File: config.mk
export PLATFORM = sky130hd
export DESIGN_NAME = inst_mem
export DESIGN_NICKNAME = d
export VERILOG_FILES = /design/src/rtl/inst_mem.sv
export SDC_FILE = /design/constraint.sdc
export NUM_CORES = 1
export LEC_CHECK = 0
export CAP_MARGIN = 20
export CORE_UTILIZATION = 40
export DETAILED_ROUTE_END_ITERATION = 12
export GPL_TIMING_DRIVEN = 0
export PLACE_DENSITY_LB_ADDON = 0.08
export SLEW_MARGIN = 30
export SYNTH_ARGS = -nofsm -noshare
export SYNTH_HDL_FRONTEND = slang
export SYNTH_SLANG_ARGS = --single-unit
File: constraint.sdc
create_clock -name clk -period 2.6 [get_ports clk]
set_input_delay 0.78 -clock clk [delete_from_list [all_inputs] [get_ports clk]]
set_output_delay 0.78 -clock clk [all_outputs]
set_load 0.05 [all_outputs]
File: src/rtl/inst_mem.sv
// Instruction memory for the fetch stage: a combinational word read from a
// byte address, with a run-time programming port and a built-in default program.
module inst_mem #(
  parameter int ADDR_WIDTH = 32,
  parameter int DATA_WIDTH = 32,
  parameter int DEPTH      = 8
) (
  input  logic                  clk,
  input  logic                  rst_n,
  input  logic [ADDR_WIDTH-1:0] addr,
  output logic [DATA_WIDTH-1:0] dout,
  output logic                  misaligned,
  input  logic                  prog_we,
  input  logic [ADDR_WIDTH-1:0] prog_addr,
  input  logic [DATA_WIDTH-1:0] prog_data
);

  localparam int IW = $clog2(DEPTH);

  logic [DATA_WIDTH-1:0] mem [DEPTH];
  logic [IW-1:0]         rd_index;
  logic [IW-1:0]         wr_index;
  logic                  unused_addr_bits;

  function automatic logic [DATA_WIDTH-1:0] default_word(input int index);
    logic [DATA_WIDTH-1:0] word;
    case (index)
      0:       word = 32'h0050_0093;
      1:       word = 32'h00A0_0113;
      2:       word = 32'h0020_81B3;
      3:       word = 32'h4020_8233;
      4:       word = 32'h0020_F2B3;
      5:       word = 32'h0020_E333;
      6:       word = 32'h0020_C3B3;
      default: word = 32'h0000_0013;
    endcase
    return word;
  endfunction

  // Byte offset and bits above the word index are dropped, so addresses wrap.
  assign rd_index = addr[2 +: IW];
  assign wr_index = prog_addr[2 +: IW];
  assign unused_addr_bits = ^{addr[ADDR_WIDTH-1:2+IW],
                              prog_addr[ADDR_WIDTH-1:2+IW],
                              prog_addr[1:0]};

  always_ff @(posedge clk or negedge rst_n) begin
    if (!rst_n) begin
      for (int i = 0; i < DEPTH; i++) begin
        mem[i] <= default_word(i);
      end
    end else if (prog_we) begin
      mem[wr_index] <= prog_data;
    end
  end

  assign dout       = mem[rd_index];
  assign misaligned = |addr[1:0];

endmodule

# --- After elaboration in Yosys (flattened, before gate mapping) ---
# Cells that the tools add are included.
op_classes:
  n_div: 0
  shift: 0
  n_addsub: 0
  magnitude_cmp: 3
  mul: 0
  eq_ne: 0
  n_reduce_logical: 2
  muxes: 6
  bitwise_logic: 2
op_table:
  columns: ["operator", "n"]
  rows:
  - ["256-bit bitwise mux", 1]
  - ["32-bit binary-select mux with 3-bit select", 1]
  - ["32-bit demux with 3-bit select", 1]
  - ["32-bit two-way mux", 3]
  - ["4-bit greater-or-equal comparator (second input constant)", 2]
  - ["3-bit NOT with 4-bit output", 2]
  - ["4-bit by 1-bit < comparator with 1-bit output (second input constant)", 1]
  - ["2-bit OR reduction", 1]
  - ["1-bit logical AND", 1]
word_totals:
  n_memories: 0
  latchBits: 0
  in_bits: 99
  word_cells: 21
  romBits: 0
  ramBits: 0
  out_inout_bits: 33
  ff_bits: 256

# --- Depth between registers and ports, before layout ---
depth:
  word_depth: 6
  mapped_depth: 5
  mapped_depth_nobuf: 2

# --- Least setup slack after synthesis ---
# No wires, ideal clock.
synth_path:
  path_type: "input to output"
  start: "input port addr[2]"
  end: "output port dout[0]"
  path_buffers: 2
  cell_stages: 4
  path_slack_ns: -0.184
  arrival_time_ns: 2.004
  t_required_ns: 1.820
  cell_sequence: "buf_6 -> buf_6 -> mux4_1 -> mux2_2"
synth_via:
  elab_chain_cells: 4
synth_rtl:
  columns: ["element", "line_no", "source"]
  rows:
  - ["from (decl)", "10", "input logic [ADDR_WIDTH-1:0] addr,"]
  - ["3-bit NOT with 4-bit output (not written as such)", "57", "assign dout = mem[rd_index];"]
  - ["32-bit binary-select mux with 3-bit select", "57", null]
  - ["32-bit two-way mux (not written as such) (2 in a row)", "57", null]
  - ["to (decl)", "11", "output logic [DATA_WIDTH-1:0] dout,"]
# Every way passes these cells. The select of a mux whose other input is x is not followed.

# --- Final worst setup path ---
layout_path:
  start: "input port addr[2]"
  end: "output port dout[10]"
# Same word-level chain as after synthesis.

==> impl_metrics.csv <==
group,metric,value,unit
synth,synth.top_cell.area_share,0.414,
detailed_routing,route.vias.total,6343,
place,dpl.hpwl,17.2,mm
global_route,global_route_wire_length_before_repair,43.4,mm
status,failed_checks,"setup timing",
layout,num-fill-cells,2350,
clock_tree,ctsHtreeMaxLevel,1,
synth,synth.ff_latch_count,256,
place,buffer_ports.inserted,68,
clock_tree,cts_root_buffer,"clkbuf_16",
global_route,vias_in_the_first_global_route,7290,
layout,num-nets-final,875,
sta,worst_slew_pin_slew,695,ps
synth,synth_cell_type_count,17,
sta,rsz_0062_raised_after_global_routing,"true",
power,vdd_drop_max,0.619,mV
layout,antenna_cells,0,
layout,fin_util,0.499,
clock_tree,number_of_buffers_created_by_cts,30,
detailed_routing,postRouteAntennaNets,0,
sta,relSlewSlack,0.536,
sta,final_hold_viol_count,0,
detailed_routing,routed_wire_length_per_instance,23.4,microns
layout,syn_to_final_growth,22.4,%
synth,synthesis.area,11700,sq um
run,drv_cap,0,
detailed_routing,vias_per_cell,5.36,
layout,largest_register_ff_count,256,
clock_tree,insertion_delay,540,ps
floorplanning,placeableCoreArea,28800,sq um
synth,post_synth_most_frequent_cells,"mux2_2, dfrtp_1, dfstp_2, mux4_1, mux4_2",
synth,ffs_w_async_s_r_synth,1.00,
synth,ys_seq_area_frac,0.553,
status,run_status,"finished, violations left",
global_route,antenna_found_initial,0,
synth,syn_avg_cell_area,17.6,sq um
floorplanning,ios,132,
setup_path,setup.worst_path.start_class,"input pin",
sta,final-max-slew-violation-count,0,
layout,drive_gt1_frac,0.689,
sta,min_period,2860,ps
floorplanning,fp.dieH,173,microns
detailed_routing,dr.pass1.iters,4,
synth,synthDominantAreaCellType,"dfrtp_1",
sta,clock_skew,0,ps
sta,post-route-period-util,1.10,
synth,yosys-top-cells-area,"dfrtp_1, mux2_2, dfstp_2",
detailed_routing,drt_initial_violations,208,
layout,multiInputGateArea,4900,sq um
sta,final.hold.worst_slack,217,ps
setup_path,timing.critical_path.required,1820,ps
synth,count_of_flip_flops_with_a_built_in_enable_after_synthesis,0,
layout,reg_with_most_ffs,"mem",
synth,mappedNetlistNets,765,
global_route,global_route.overflow_total,0,
power,power.leakage,0.00600,uW
setup_path,worstSetupPathType,"in2out",
clock_tree,clkSinkCount,256,
sta,max_freq,0.349,GHz
synth,yosysWarningCount,0,
global_route,global_route.usage.total,0.190,
place,preCtsSetupSlack,-1030,ps
setup_path,maximum_fanout_encountered_on_the_critical_timing_path,8,
setup_path,worstPathArrival,2080,ps
global_route,grt_max_degree,89,
clock_tree,clkTransAtPathRegs,60,ps
place,gp_routability_congestion,0.728,
floorplanning,die-area,30000,sq um
detailed_routing,drc,0,
layout,top_regs,"mem (256)",
setup_path,worst-r2r-setup-slack,1820,ps
clock_tree,clock_path_buffers,3,
sta,final_critical_path_setup_slack,-264,ps
floorplanning,die_w,173,microns
sta,setup_total_negative_slack,-7180,ps
power,power_density_of_the_placed_cells,881,nW/um^2
power,power_total,12600,uW
floorplanning,effective_utilization_at_floorplan,0.407,
detailed_routing,route.final.wire_length,27.7,mm
synth,synth_most_common_cell,"mux2_2",
setup_path,crit_path_end_kind,"primary output",
synth,syn-instance-count,666,
min_path,min_path_type,"in2async",
synth,ys.flop_type,"dfrtp_1",
floorplanning,placementRows,62,
sta,setup_viol,32,
layout,seq_area,6480,sq um
clock_tree,tritoncts,"done",
## repair_timing
action	4_1_cts	5_1_grt
hold buffers	0	0
hold endpoints to repair	0	0
setup endpoints to repair	33	33
cloned	4	3
gates resized for setup	251	14
buffers inserted	3	0
## layer usage
metal / global-route usage / vias up / wire (microns)
met1: 0.248 / 3442 / 12100
li1: - / 2741 / -
met3: 0.0325 / 54 / 979
met2: 0.327 / 106 / 13900
met4: 0.0516 / 0 / 742
met5: 0 / - / 0
## worst max-delay path, stage by stage
cell and delay, ps:
buf_16 160, clkbuf_16 180, mux4_2 510, mux2_4 280, buf_6 150
## cells in the final DEF (no fill, tap or decap), types with 10 or more instances in the layout
master           instances
mux2_4                  32
clkbuf_8                10
buf_4                   14
dfstp_2                 62
mux4_2                  63
clkbuf_16               34
mux2_2                 247
buf_6                   31
clkdlybuf4s50_1         34
buf_2                   18
dfrtp_1                194
## power breakdown
group	switching [uW]	total, uW	internal (uW)	leakage [uW]
combinational	1310	2990	1680	0.00250
clock	1610	4210	2590	0.000512
sequential	432	5450	5020	0.00298
## cell families (layout without fill, tap and decap cells)
family                 count (synthesis)  count (layout)  share of synthesized area
and+or+nand+nor                        9               9                    0.00790
DFF                                  256             256                      0.553
buffers and inverters                 49             183                     0.0267
muxes                                352             352                      0.412
## metrics by stage
stage / cells / area [sq um]
6_report: 1184 / 14400
5_1_grt: 1184 / 14400
4_1_cts: 1183 / 14300
3_5_place_dp: 1120 / 13000
3_3_place_gp: 1118 / 12900
2_1_floorplan: 666 / 11800
## cell type report
| type | count | area share |
|---|---|---|
| timing repair buffer | 78 | 0.0680 |
| multi-input combinational | 361 | 0.341 |
| sequential | 256 | 0.452 |
| clock inverter | 13 | 0.00846 |
| buffer | 49 | 0.0341 |
| tap | 384 | 0.0335 |
| clock buffer | 43 | 0.0628 |
## final timing paths
check / startpoint / endpoint / depth (start not counted)
setup / recovery: addr[2] / dout[10] / 5
hold / removal: rst_n / mem[34]$_DFFE_PN0P_ / 1
setup reg to reg: mem[141]$_DFFE_PN0P_ / mem[141]$_DFFE_PN0P_ / 1
hold reg to reg: mem[113]$_DFFE_PN0P_ / mem[113]$_DFFE_PN0P_ / 1
max in group asynchronous: rst_n / mem[46]$_DFFE_PN1P_ / 2
min in group clk: mem[113]$_DFFE_PN0P_ / mem[113]$_DFFE_PN0P_ / 1
(Power assumes the default switching activity.)
